--- src/rtl/tdc_encode_sequencer_if.sv ---
// tdc_encode_sequencer_if: hit capture, shared-encoder and result handshake bundle.
interface tdc_encode_sequencer_if;
    logic        hit_valid;
    logic [62:0] toa_raw, tot_raw, cal_raw;
    logic [2:0]  toa_cnta, toa_cntb, tot_cnta, tot_cntb, cal_cnta, cal_cntb;
    logic [6:0]  toa_offset, tot_offset, cal_offset;
    logic        cal_en;
    logic [62:0] enc_a;
    logic [2:0]  enc_countera, enc_counterb;
    logic [6:0]  enc_offset;
    logic [2:0]  enc_coarse;
    logic [6:0]  enc_fine;
    logic        enc_err;
    logic        out_valid, out_ready;
    logic [9:0]  toa_code, tot_code, cal_code;
    logic [2:0]  err_flags;
    logic        busy;
    logic [7:0]  drop_cnt;
    logic        clr_drop;

    modport master (
        output hit_valid, toa_raw, tot_raw, cal_raw,
               toa_cnta, toa_cntb, tot_cnta, tot_cntb, cal_cnta, cal_cntb,
               toa_offset, tot_offset, cal_offset, cal_en,
               enc_coarse, enc_fine, enc_err, out_ready, clr_drop,
        input  enc_a, enc_countera, enc_counterb, enc_offset,
               out_valid, toa_code, tot_code, cal_code, err_flags, busy, drop_cnt
    );
    modport slave (
        input  hit_valid, toa_raw, tot_raw, cal_raw,
               toa_cnta, toa_cntb, tot_cnta, tot_cntb, cal_cnta, cal_cntb,
               toa_offset, tot_offset, cal_offset, cal_en,
               enc_coarse, enc_fine, enc_err, out_ready, clr_drop,
        output enc_a, enc_countera, enc_counterb, enc_offset,
               out_valid, toa_code, tot_code, cal_code, err_flags, busy, drop_cnt
    );
endinterface

--- src/rtl/tdc_encode_sequencer.sv ---
// tdc_encode_sequencer: sequences one hit's TOA/TOT/Cal samples through a shared TDC encoder.
module tdc_encode_sequencer #(
    parameter int ENC_LATENCY = 1
) (
    input  logic                  clk,
    input  logic                  rstn,
    tdc_encode_sequencer_if.slave bus
);
    typedef enum logic [2:0] {IDLE, ENC_TOA, ENC_TOT, ENC_CAL, DONE} state_t;

    state_t      r_state, w_next;
    logic [1:0]  r_cnt;
    logic [62:0] r_toa_raw, r_tot_raw, r_cal_raw;
    logic [2:0]  r_toa_cnta, r_toa_cntb, r_tot_cnta, r_tot_cntb, r_cal_cnta, r_cal_cntb;
    logic [6:0]  r_toa_off, r_tot_off, r_cal_off;
    logic        r_cal_en;
    logic [9:0]  r_toa_code, r_tot_code, r_cal_code;
    logic [2:0]  r_err;
    logic [7:0]  r_drop;
    logic        w_last, w_cap, w_drop;
    logic [9:0]  w_res;

    assign w_last = r_cnt == 2'(ENC_LATENCY - 1);
    assign w_cap  = r_state == IDLE && bus.hit_valid;
    assign w_drop = r_state != IDLE && bus.hit_valid;
    assign w_res  = {bus.enc_coarse, bus.enc_fine};

    always_ff @(posedge clk or negedge rstn) begin
        if (!rstn) begin
            r_state <= IDLE;
            r_cnt   <= '0;
        end else begin
            r_state <= w_next;
            r_cnt   <= (w_last || r_state == IDLE || r_state == DONE) ? '0 : r_cnt + 2'd1;
        end
    end

    always_comb begin
        w_next           = r_state;
        bus.enc_a        = '0;
        bus.enc_countera = '0;
        bus.enc_counterb = '0;
        bus.enc_offset   = '0;
        case (r_state)
            IDLE: w_next = bus.hit_valid ? ENC_TOA : IDLE;
            ENC_TOA: begin
                w_next           = w_last ? ENC_TOT : ENC_TOA;
                bus.enc_a        = r_toa_raw;
                bus.enc_countera = r_toa_cnta;
                bus.enc_counterb = r_toa_cntb;
                bus.enc_offset   = r_toa_off;
            end
            ENC_TOT: begin
                w_next           = !w_last ? ENC_TOT : r_cal_en ? ENC_CAL : DONE;
                bus.enc_a        = r_tot_raw;
                bus.enc_countera = r_tot_cnta;
                bus.enc_counterb = r_tot_cntb;
                bus.enc_offset   = r_tot_off;
            end
            ENC_CAL: begin
                w_next           = w_last ? DONE : ENC_CAL;
                bus.enc_a        = r_cal_raw;
                bus.enc_countera = r_cal_cnta;
                bus.enc_counterb = r_cal_cntb;
                bus.enc_offset   = r_cal_off;
            end
            DONE: w_next = bus.out_ready ? IDLE : DONE;
            default: w_next = IDLE;
        endcase
    end

    always_ff @(posedge clk or negedge rstn) begin
        if (!rstn) begin
            r_toa_raw  <= '0;
            r_tot_raw  <= '0;
            r_cal_raw  <= '0;
            r_toa_cnta <= '0;
            r_toa_cntb <= '0;
            r_tot_cnta <= '0;
            r_tot_cntb <= '0;
            r_cal_cnta <= '0;
            r_cal_cntb <= '0;
            r_toa_off  <= '0;
            r_tot_off  <= '0;
            r_cal_off  <= '0;
            r_cal_en   <= 1'b0;
            r_toa_code <= '0;
            r_tot_code <= '0;
            r_cal_code <= '0;
            r_err      <= '0;
            r_drop     <= '0;
        end else begin
            if (w_cap) begin
                r_toa_raw  <= bus.toa_raw;
                r_tot_raw  <= bus.tot_raw;
                r_cal_raw  <= bus.cal_raw;
                r_toa_cnta <= bus.toa_cnta;
                r_toa_cntb <= bus.toa_cntb;
                r_tot_cnta <= bus.tot_cnta;
                r_tot_cntb <= bus.tot_cntb;
                r_cal_cnta <= bus.cal_cnta;
                r_cal_cntb <= bus.cal_cntb;
                r_toa_off  <= bus.toa_offset;
                r_tot_off  <= bus.tot_offset;
                r_cal_off  <= bus.cal_offset;
                r_cal_en   <= bus.cal_en;
                // a skipped Cal slot reports zero rather than the previous event's value
                if (!bus.cal_en) begin
                    r_cal_code <= '0;
                    r_err[2]   <= 1'b0;
                end
            end
            if (w_last && r_state == ENC_TOA) begin
                r_toa_code <= w_res;
                r_err[0]   <= bus.enc_err;
            end
            if (w_last && r_state == ENC_TOT) begin
                r_tot_code <= w_res;
                r_err[1]   <= bus.enc_err;
            end
            if (w_last && r_state == ENC_CAL) begin
                r_cal_code <= w_res;
                r_err[2]   <= bus.enc_err;
            end
            r_drop <= bus.clr_drop ? '0 : (w_drop && r_drop != 8'hFF) ? r_drop + 8'd1 : r_drop;
        end
    end

    assign bus.busy      = r_state != IDLE;
    assign bus.out_valid = r_state == DONE;
    assign bus.toa_code  = r_toa_code;
    assign bus.tot_code  = r_tot_code;
    assign bus.cal_code  = r_cal_code;
    assign bus.err_flags = r_err;
    assign bus.drop_cnt  = r_drop;
endmodule

--- src/flat_wrapper.sv ---
// flat-port wrapper written by rule: the top's interface ports become plain ports
module tdc_encode_sequencer_flat 
#(
    parameter int ENC_LATENCY = 1
)
  (clk, rstn, bus_hit_valid, bus_toa_raw, bus_tot_raw, bus_cal_raw, bus_toa_cnta, bus_toa_cntb, bus_tot_cnta, bus_tot_cntb, bus_cal_cnta, bus_cal_cntb, bus_toa_offset, bus_tot_offset, bus_cal_offset, bus_cal_en, bus_enc_coarse, bus_enc_fine, bus_enc_err, bus_out_ready, bus_clr_drop, bus_enc_a, bus_enc_countera, bus_enc_counterb, bus_enc_offset, bus_out_valid, bus_toa_code, bus_tot_code, bus_cal_code, bus_err_flags, bus_busy, bus_drop_cnt);
  tdc_encode_sequencer_if bus_i ();
  input  logic clk;
  input  logic rstn;
  input wire logic [$bits(bus_i.hit_valid)-1:0] bus_hit_valid;
  input wire logic [$bits(bus_i.toa_raw)-1:0] bus_toa_raw;
  input wire logic [$bits(bus_i.tot_raw)-1:0] bus_tot_raw;
  input wire logic [$bits(bus_i.cal_raw)-1:0] bus_cal_raw;
  input wire logic [$bits(bus_i.toa_cnta)-1:0] bus_toa_cnta;
  input wire logic [$bits(bus_i.toa_cntb)-1:0] bus_toa_cntb;
  input wire logic [$bits(bus_i.tot_cnta)-1:0] bus_tot_cnta;
  input wire logic [$bits(bus_i.tot_cntb)-1:0] bus_tot_cntb;
  input wire logic [$bits(bus_i.cal_cnta)-1:0] bus_cal_cnta;
  input wire logic [$bits(bus_i.cal_cntb)-1:0] bus_cal_cntb;
  input wire logic [$bits(bus_i.toa_offset)-1:0] bus_toa_offset;
  input wire logic [$bits(bus_i.tot_offset)-1:0] bus_tot_offset;
  input wire logic [$bits(bus_i.cal_offset)-1:0] bus_cal_offset;
  input wire logic [$bits(bus_i.cal_en)-1:0] bus_cal_en;
  input wire logic [$bits(bus_i.enc_coarse)-1:0] bus_enc_coarse;
  input wire logic [$bits(bus_i.enc_fine)-1:0] bus_enc_fine;
  input wire logic [$bits(bus_i.enc_err)-1:0] bus_enc_err;
  input wire logic [$bits(bus_i.out_ready)-1:0] bus_out_ready;
  input wire logic [$bits(bus_i.clr_drop)-1:0] bus_clr_drop;
  output wire logic [$bits(bus_i.enc_a)-1:0] bus_enc_a;
  output wire logic [$bits(bus_i.enc_countera)-1:0] bus_enc_countera;
  output wire logic [$bits(bus_i.enc_counterb)-1:0] bus_enc_counterb;
  output wire logic [$bits(bus_i.enc_offset)-1:0] bus_enc_offset;
  output wire logic [$bits(bus_i.out_valid)-1:0] bus_out_valid;
  output wire logic [$bits(bus_i.toa_code)-1:0] bus_toa_code;
  output wire logic [$bits(bus_i.tot_code)-1:0] bus_tot_code;
  output wire logic [$bits(bus_i.cal_code)-1:0] bus_cal_code;
  output wire logic [$bits(bus_i.err_flags)-1:0] bus_err_flags;
  output wire logic [$bits(bus_i.busy)-1:0] bus_busy;
  output wire logic [$bits(bus_i.drop_cnt)-1:0] bus_drop_cnt;
  assign bus_i.hit_valid = bus_hit_valid;
  assign bus_i.toa_raw = bus_toa_raw;
  assign bus_i.tot_raw = bus_tot_raw;
  assign bus_i.cal_raw = bus_cal_raw;
  assign bus_i.toa_cnta = bus_toa_cnta;
  assign bus_i.toa_cntb = bus_toa_cntb;
  assign bus_i.tot_cnta = bus_tot_cnta;
  assign bus_i.tot_cntb = bus_tot_cntb;
  assign bus_i.cal_cnta = bus_cal_cnta;
  assign bus_i.cal_cntb = bus_cal_cntb;
  assign bus_i.toa_offset = bus_toa_offset;
  assign bus_i.tot_offset = bus_tot_offset;
  assign bus_i.cal_offset = bus_cal_offset;
  assign bus_i.cal_en = bus_cal_en;
  assign bus_i.enc_coarse = bus_enc_coarse;
  assign bus_i.enc_fine = bus_enc_fine;
  assign bus_i.enc_err = bus_enc_err;
  assign bus_i.out_ready = bus_out_ready;
  assign bus_i.clr_drop = bus_clr_drop;
  assign bus_enc_a = bus_i.enc_a;
  assign bus_enc_countera = bus_i.enc_countera;
  assign bus_enc_counterb = bus_i.enc_counterb;
  assign bus_enc_offset = bus_i.enc_offset;
  assign bus_out_valid = bus_i.out_valid;
  assign bus_toa_code = bus_i.toa_code;
  assign bus_tot_code = bus_i.tot_code;
  assign bus_cal_code = bus_i.cal_code;
  assign bus_err_flags = bus_i.err_flags;
  assign bus_busy = bus_i.busy;
  assign bus_drop_cnt = bus_i.drop_cnt;
  tdc_encode_sequencer #(.ENC_LATENCY(ENC_LATENCY)) u_core (.clk(clk), .rstn(rstn), .bus(bus_i));
endmodule
--- config.mk ---
export PLATFORM = sky130hd
export DESIGN_NAME = tdc_encode_sequencer_flat
export DESIGN_NICKNAME = d
export VERILOG_FILES = /design/src/rtl/tdc_encode_sequencer_if.sv /design/src/rtl/tdc_encode_sequencer.sv /design/src/flat_wrapper.sv
export SDC_FILE = /design/constraint.sdc
export NUM_CORES = 1
export LEC_CHECK = 0
export BUFFER_PORTS_ARGS = -buffer_cell sky130_fd_sc_hd__buf_2
export CAP_MARGIN = 0
export CORE_MARGIN = 5
export CORE_UTILIZATION = 48
export CTS_CLUSTER_DIAMETER = 200
export CTS_CLUSTER_SIZE = 10
export DETAILED_ROUTE_END_ITERATION = 8
export PLACE_DENSITY = 0.85
export SLEW_MARGIN = 20
export SYNTH_ARGS = -nofsm -noshare
export SYNTH_HDL_FRONTEND = slang
export SYNTH_SLANG_ARGS = --single-unit
--- constraint.sdc ---
create_clock -name clk -period 3.7 [get_ports clk]
set_input_delay 0.37 -clock clk [delete_from_list [all_inputs] [get_ports clk]]
set_output_delay 0.37 -clock clk [all_outputs]
set_load 0.05 [all_outputs]
# ---- Word level (Yosys, flattened, before mapping)
# Cells that the tools add are included.
dict set report op_classes {
  add_sub_neg 2
  eq_ne 6
  n_mux 20
  reduce_logical 14
}
# op n
set op_table {}
lappend op_table {{63-bit case mux with 3 select lines} 1}
lappend op_table {{10-bit two-way mux} 3}
lappend op_table {{7-bit case mux with 3 select lines} 1}
lappend op_table {{3-bit case mux with 3 select lines} 2}
lappend op_table {{8-bit two-way mux} 2}
lappend op_table {{3-bit case mux with 5 select lines} 1}
lappend op_table {{3-bit two-way mux} 4}
lappend op_table {{8-bit by 1-bit adder with 8-bit output (second input constant)} 1}
lappend op_table {{8-bit != test (second input constant)} 1}
lappend op_table {{3-bit by 2-bit equality test with 1-bit output (second input constant)} 2}
lappend op_table {{1-bit logical AND} 6}
lappend op_table {{1-bit two-way mux} 4}
lappend op_table {{2-bit two-way mux} 2}
lappend op_table {{2-bit nonzero test} 2}
lappend op_table {{3-bit by 1-bit equality test with 1-bit output (second input constant)} 1}
lappend op_table {{3-bit equality test (second input constant)} 1}
lappend op_table {{3-bit logical NOT} 1}
lappend op_table {{3-bit nonzero test} 1}
lappend op_table {{2-bit by 1-bit adder with 2-bit output (second input constant)} 1}
lappend op_table {{2-bit logical NOT} 1}
lappend op_table {{1-bit logical OR} 2}
lappend op_table {{2-bit by 1-bit != test with 1-bit output (second input constant)} 1}
lappend op_table {{2-bit AND reduction} 1}
dict set report word_totals {
  register_bits 275
  input_bits 245
  output_inout_bits 119
}

# ---- Logic depth before layout (Yosys ltp)
# Gate-level depths: netlist of run 1.
dict set report logic_depth {
  word_depth 5
  mapped_depth 7
  depth_no_buf 5
}

# ---- Worst setup path before layout of run 1
# OpenSTA, ideal clock, no wires.
dict set report synth_path {
  path_kind {reg-to-output}
  startpoint {reg u_core.r_state[0]}
  endpoint {out bus_enc_a[18]}
  arrival_time_ns 1.833
  t_required_ns 3.330
  setup_slack_ns 1.497
  path_stages_with_launch 6
  path_buffers 3
  cell_sequence {dfrtp_1 > buf_2 > buf_2 > clkbuf_1 > a22oi_1 > nor2_1}
}
dict set report synth_via {
  elab_chain_cells 2
}
# item line
set synth_rtl {}
lappend synth_rtl {{start: declaration} tdc_encode_sequencer.sv:11} ;# state_t r_state, w_next;
lappend synth_rtl {{start signal: assignment} tdc_encode_sequencer.sv:33} ;# r_state <= w_next;
lappend synth_rtl {{3-bit by 2-bit equality test with 1-bit output / 3-bit by 1-bit equality test with 1-bit output (equally long branches)} tdc_encode_sequencer.sv:44} ;# case (r_state)
lappend synth_rtl {{63-bit case mux with 3 select lines *} tdc_encode_sequencer.sv:44}
lappend synth_rtl {{end: declaration} flat_wrapper.sv:29} ;# output wire logic [$bits(bus_i.enc_a)-1:0] bus_enc_a;
# Every way passes the cells marked *; elsewhere a longest branch is shown, timed or not.

# ---- Final worst setup path of run 1
dict set report layout_path {
  startpoint {reg u_core.r_state[1]}
  endpoint {out bus_enc_a[2]}
}
# The elaborated chain is that of the path after synthesis.

==> impl_metrics.env, run 1 <==
export IMPL_clk_pin_slew_worst_paths_ns=0.06
export IMPL_yosysTopAreaCell="dfrtp_1"
export IMPL_synth_seq_cells=275
export IMPL_grt_pass1_vias=9388
export IMPL_wire_per_inst_um=20.1
export IMPL_ios=364
export IMPL_ant_nets=0
export IMPL_r2r_end="u_core.r_cal_raw[44]$_DFFE_PN0P_"
export IMPL_synth_nets=1147
export IMPL_h_tree_depth=1
export IMPL_grt_total_usage_pct=21.0
export IMPL_slew_viol_final=0
export IMPL_cts_buffers=31
export IMPL_drc_errors=0
export IMPL_core_um2=25800
export IMPL_status="finished, final reports clean"
export IMPL_power_leakage_nw=7.20
export IMPL_endpoint_kind="output pin"
export IMPL_cp_slowest_cell="dfrtp_4"
export IMPL_dpl_cell_area_um2=14500
export IMPL_dr_pass1_iters=5
export IMPL_clock_latency_ns=0.54
export IMPL_path_cells="nor2b_4 > buf_4 > a22oi_1 > nor2_1 > buf_2"
export IMPL_syn2layout_area_growth_pct=23.3
export IMPL_initial_core_util_pct=48.3
export IMPL_netlist_instances=899
export IMPL_crit_cells=5
export IMPL_rr_worst_depth=5
export IMPL_most_common_layout_cells="362 x buf_2, 272 x dfrtp_1, 199 x mux2_1, 133 x mux2_2, 82 x nor2_1"
export IMPL_drv_cap=0
export IMPL_hold_ws_ns=0.0431
export IMPL_cts_root_buf="clkbuf_16"
export IMPL_slew_headroom_pct=43.2
export IMPL_fin_nets=1498
export IMPL_vias=8784
export IMPL_worstHoldPathType="in -> reg"
export IMPL_viasPerCell=5.51
export IMPL_synthArstFlopShare_pct=100
export IMPL_hpwl_um=22000
export IMPL_io_buffers=363
export IMPL_gp_congestion=0.849
export IMPL_synthSimpleGateAreaFrac_pct=4.11
export IMPL_pwr_share_comb_pct=47.8
export IMPL_final_util_pct=59.6
export IMPL_place_ws_ns=1.04
export IMPL_worstMarginPinSlew_ns=0.849
export IMPL_drt_initial_drc_count=441
export IMPL_ir_drop_v=0.000657
export IMPL_synth_compound_area_share_pct=6.33
export IMPL_crit_required_ns=3.33
export IMPL_rsz0062_at_grt="false"
export IMPL_period_share_pct=80.8
export IMPL_switchingPower_mw=6.51
export IMPL_fin_skew_ns=0.0178
export IMPL_yosys_warnings=0
export IMPL_yosysSeqAreaShare_pct=55.3
export IMPL_grt_overflow=0
export IMPL_endpoint="bus_enc_a[2]"
export IMPL_power_frac_seq_pct=35.3
export IMPL_cp_startpoint="u_core.r_state[1]$_DFF_PN0_"
export IMPL_synthDominantCellAreaShare_pct=55.3
export IMPL_synthFlopType="dfrtp_1"
export IMPL_synth_xor_area_share_pct=0
export IMPL_dieArea_um2=29300
export IMPL_intPower_mw=8.69
export IMPL_synthAdderAreaFrac_pct=0.302
export IMPL_critPathKind="reg -> out"
export IMPL_r2r_start="u_core.r_state[2]$_DFF_PN0_"
export IMPL_num_rows=59
export IMPL_p_per_area_nw_per_um2=990
export IMPL_pwr_share_clk_pct=16.9
export IMPL_antenna_found_initial=5
export IMPL_dieWidth_um=171
export IMPL_synth_edff_count=0
export IMPL_die_y_um=171
export IMPL_cpPeakStageDelay_ns=0.66
export IMPL_layout_commonest_cell="buf_2"
export IMPL_drive_above_1_share_pct=44.6
export IMPL_setup_tns_final_ns=0
export IMPL_layout_min_cycle_time_ns=2.99
export IMPL_synth_top_family_by_area="multiplexers"
export IMPL_setup_viol=0
export IMPL_grt_pass1_wl_um=49800
export IMPL_finalHoldViolations=0
export IMPL_fin_ws_ns=0.712
export IMPL_cp_start_kind="flip-flop"
export IMPL_timing_critical_path_buf_inv=2
export IMPL_fillers=2044
export IMPL_cts_sinks=275
export IMPL_p_sw_share_pct=42.8
export IMPL_ys_types=41
export IMPL_max_freq_mhz=335
export IMPL_grt_max_degree=109
export IMPL_r2r_setup_slack_ns=1.04
export IMPL_fin_area_um2=15400
export IMPL_drt_total_wl_um=32000
export IMPL_clk_path_buf_depth=3
export IMPL_ys_top_cells_by_area="dfrtp_1 55%, mux2_1 18%, mux2_2 12%"
export IMPL_syn_area_um2=12400
export IMPL_cts_tree="built"
export IMPL_muxShareOfSynthArea_pct=30.1
export IMPL_synth_area_per_cell_um2=13.8
export IMPL_path_max_fanout=38
export IMPL_crit_family="buffers and inverters"
export IMPL_cp_data_arrival_time_ns=2.62
export IMPL_ctsResizeCount=0
registers in the layout, indices dropped and copies added, names as in the netlist, 7 cells and up:
name,flops
u_core.bus.drop_cnt,8
u_core.r_tot_raw,63
u_core.r_toa_off,7
u_core.bus.tot_code,10
u_core.bus.cal_code,10
u_core.r_cal_raw,63
u_core.r_tot_off,7
u_core.r_cal_off,7
u_core.r_toa_raw,63
u_core.bus.toa_code,10
through the flow:
step / cells / power [mW]
2_1_floorplan: 899 / 10.9
3_3_place_gp: 1550 / 12.4
3_5_place_dp: 1550 / 12.7
4_1_cts: 1586 / 15.3
5_1_grt: 1591 / 16.0
6_report: 1594 / 15.2
metal layers:
layer / part of all wire [%] / up-vias / track usage, %
met1: 39 / 4409 / 26.7
met3: 7.9 / 68 / 4.69
met4: 3.2 / 0 / 7.51
met5: 0 / - / 0
li1: - / 3938 / -
met2: 50 / 369 / 35.5
final cells by class:
cell class | instances | area (µm²) | area share (%)
well taps | 335 | 419 | 2.73
clock buffers | 33 | 783 | 5.10
inverters | 6 | 22.5 | 0.147
multi-input cells | 550 | 5090 | 33.2
clock inverters | 1 | 7.51 | 0.0489
flip-flops and latches | 275 | 6890 | 44.9
repair buffers | 386 | 2120 | 13.8
diodes | 8 | 20.0 | 0.130
repair_timing:
action	CTS	global route
hold endpoints to repair	62	0
setup buffers	0	0
hold buffers	2	0
cells by family (layout without fill, tap and decap cells):
| kind of cell | Yosys count | in the layout |
|---|---|---|
| mux | 333 | 333 |
| flops | 275 | 275 |
| simple gates | 112 | 112 |
| compound gates | 102 | 102 |
| buf+inv | 74 | 426 |
| fa+ha+maj | 3 | 3 |
| other cells | 0 | 8 |
power by group through the flow:
| stage | combinational (mW) | sequential, mW | clock (mW) |
|---|---|---|---|
| after floorplan | 5.28 | 5.59 | 0 |
| after global placement | 7.14 | 5.27 | 0 |
| after detailed placement | 7.31 | 5.38 | 0 |
| after CTS | 7.35 | 5.34 | 2.63 |
| after global routing | 7.74 | 5.52 | 2.77 |
| final | 7.26 | 5.36 | 2.58 |
synthesized netlist by cell type, types with 3 or more instances:
library cell,instances
a211oi_1,4
ha_1,3
mux2_1,199
clkbuf_1,14
buf_2,22
inv_1,5
dfrtp_1,275
nor2_1,82
a22o_1,11
buf_1,8
mux2_2,133
buf_6,23
a22oi_1,77
nand2_1,5
nor2b_1,6
worst min path at each step:
stage | cells after the start | from | endpoint
finish | 2 | bus_tot_raw[31] | u_core.r_tot_raw[31]$_DFFE_PN0P_
global placement | 1 | rstn | u_core.r_toa_raw[43]$_DFFE_PN0P_
floorplan | 0 | rstn | u_core.bus.cal_code[0]$_DFFE_PN0P_
CTS | 2 | bus_tot_raw[31] | u_core.r_tot_raw[31]$_DFFE_PN0P_
global route | 2 | bus_tot_raw[24] | u_core.r_tot_raw[24]$_DFFE_PN0P_
detailed placement | 1 | rstn | u_core.r_tot_raw[46]$_DFFE_PN0P_
No activity file was read; power rests on OpenSTA's default activity.
==> run 2: changes to the inputs <==
==> constraint.sdc (replaced) <==
create_clock -name clk -period 2.9 [get_ports clk]
set_input_delay 0.29 -clock clk [delete_from_list [all_inputs] [get_ports clk]]
set_output_delay 0.29 -clock clk [all_outputs]
set_load 0.05 [all_outputs]
==> run 2 against run 1 <==
  * Sequential power grew 29%
  * Cell count is 15% higher
  * Sequential cell count unchanged
  * Non-clock buffer count rose by 240
  * Critical path type unchanged
  * Largest cell class unchanged
  * Largest power group unchanged
==> impl_metrics.env, run 2 (synthesis results as in run 1) <==
export IMPL_dr_pass1_iters=6
export IMPL_layout_min_cycle_time_ns=2.64
export IMPL_wire_per_inst_um=21.6
export IMPL_critPathKind="reg -> out"
export IMPL_cts_sinks=275
export IMPL_clk_path_buf_depth=3
export IMPL_hold_end="u_core.bus.toa_code[9]$_DFFE_PN0P_"
export IMPL_ir_drop_v=0.000881
export IMPL_fin_nets=1738
export IMPL_fillers=1599
export IMPL_intPower_mw=11.3
export IMPL_ios=364
export IMPL_viasPerCell=5.54
export IMPL_r2r_end="u_core.r_tot_raw[51]$_DFFE_PN0P_"
export IMPL_path_max_fanout=37
export IMPL_p_per_area_nw_per_um2=1140
export IMPL_most_common_layout_cells="362 x buf_2, 272 x dfrtp_1, 238 x dlygate4sd3_1, 199 x mux2_1, 133 x mux2_2"
export IMPL_fin_ws_ns=0.264
export IMPL_r2r_setup_slack_ns=0.78
export IMPL_final_util_pct=68.7
export IMPL_hpwl_um=22600
export IMPL_clk_pin_slew_worst_paths_ns=0.06
export IMPL_min_from="bus_enc_coarse[2]"
export IMPL_grt_overflow=0
export IMPL_power_leakage_nw=8.20
export IMPL_cts_buffers=31
export IMPL_dieArea_um2=29300
export IMPL_clock_latency_ns=0.54
export IMPL_worstMarginPinSlew_ns=0.754
export IMPL_initial_core_util_pct=48.3
export IMPL_ctsResizeCount=0
export IMPL_drive_above_1_share_pct=37.7
export IMPL_crit_required_ns=2.61
export IMPL_seqCellArea_um2=6890
export IMPL_h_tree_depth=1
export IMPL_multi_input_area_um2=5090
export IMPL_pwr_share_comb_pct=49.2
export IMPL_io_buffers=363
export IMPL_whs_path_depth=2
export IMPL_drv_cap=0
export IMPL_vias=10100
export IMPL_pwr_share_clk_pct=16.5
export IMPL_slew_viol_final=0
export IMPL_endpoint_kind="output pin"
export IMPL_cts_tree="built"
export IMPL_rr_worst_depth=6
export IMPL_cp_data_arrival_time_ns=2.35
export IMPL_core_um2=25800
export IMPL_layout_commonest_cell="buf_2"
export IMPL_period_share_pct=90.9
export IMPL_finalHoldViolations=0
export IMPL_reg_largest_list="u_core.r_cal_raw x63, u_core.r_toa_raw x63, u_core.r_tot_raw x63"
export IMPL_p_sw_share_pct=43.8
export IMPL_max_freq_mhz=379
export IMPL_r2r_start="u_core.r_state[0]$_DFF_PN0_"
export IMPL_rsz0062_at_grt="false"
export IMPL_fin_skew_ns=0.0103
export IMPL_syn2layout_area_growth_pct=42.3
export IMPL_slew_headroom_pct=49.7
export IMPL_grt_total_usage_pct=26.3
export IMPL_drc_errors=0
export IMPL_die_y_um=171
export IMPL_status="finished, final reports clean"
export IMPL_ant_nets=0
export IMPL_grt_pass1_wl_um=61300
export IMPL_antenna_found_initial=2
export IMPL_drt_initial_drc_count=580
export IMPL_place_ws_ns=0.829
export IMPL_drt_total_wl_um=39500
export IMPL_setup_viol=0
export IMPL_num_rows=59
export IMPL_dieWidth_um=171
export IMPL_worstHoldPathType="in -> reg"
export IMPL_gp_congestion=0.849
export IMPL_grt_pass1_vias=11500
export IMPL_grt_max_degree=99
export IMPL_cp_start_kind="flip-flop"
export IMPL_cts_root_buf="clkbuf_16"
export IMPL_power_frac_seq_pct=34.4
export IMPL_switchingPower_mw=8.80
export IMPL_setup_tns_final_ns=0
[run 2: per-layer routing]
| metal | vias up | track usage [%] | wire length, µm |
|---|---|---|---|
| met5 | - | 0 | 0 |
| met4 | 0 | 12.4 | 1900 |
| met3 | 159 | 5.38 | 2810 |
| met2 | 541 | 47.6 | 20600 |
| met1 | 5024 | 29.7 | 14100 |
| li1 | 4420 | - | - |
[run 2: power groups by stage]
stage	clock [mW]	sequential [mW]	combinational [mW]
2_1_floorplan	0	7.13	6.74
3_3_place_gp	0	6.66	9.15
3_5_place_dp	0	6.79	9.36
4_1_cts	3.36	6.76	9.68
5_1_grt	3.53	7.07	10.5
6_report	3.31	6.91	9.88
[run 2: how the worst max path moves through the flow]
stage,from,endpoint,slack [ns],depth (start not counted)
after floorplan,u_core.r_state[0]$_DFF_PN0_,bus_enc_a[18],0.78,5
after global placement,u_core.r_state[2]$_DFF_PN0_,u_core.bus.tot_code[3]$_DFFE_PN0P_,0.83,4
after detailed placement,u_core.r_state[2]$_DFF_PN0_,u_core.bus.tot_code[3]$_DFFE_PN0P_,0.83,4
after CTS,u_core.r_state[0]$_DFF_PN0_,bus_enc_a[52],0.31,5
after global routing,u_core.r_state[0]$_DFF_PN0_,bus_enc_a[48],0.19,5
final,u_core.r_state[0]$_DFF_PN0_,bus_enc_a[35],0.26,5
[run 2: area by class of cell]
cell class,instances,share of cell area (%)
repair buffers,626,25.3
clock buffers,33,4.42
well taps,335,2.37
clock inverters,1,0.0424
diodes,4,0.0565
multi-input cells,550,28.8
flip-flops and latches,275,38.9
inverters,6,0.127
[run 2: what timing repair did]
action                     4_1_cts  5_1_grt
setup buffers                    0        0
hold buffers                   238        0
hold endpoints to repair       337        0
setup endpoints to repair        0        0
[run 2: stage by stage]
stage / cell area [µm²] / std cells / total power [mW] / hold WS (ns)
2_1_floorplan: 12400 / 899 / 13.9 / -0.00559
3_3_place_gp: 14500 / 1554 / 15.8 / 0.378
3_5_place_dp: 14500 / 1554 / 16.2 / 0.379
4_1_cts: 17700 / 1826 / 19.8 / 0.00588
5_1_grt: 17700 / 1828 / 21.1 / 0.0197
6_report: 17700 / 1830 / 20.1 / 0.0380
[run 2: critical path, stage by stage (launching register included)]
cell and delay, ns:
dfrtp_4 0.54, nor2b_4 0.16, buf_4 0.41, a22oi_1 0.19
nor2_1 0.16, buf_2 0.30
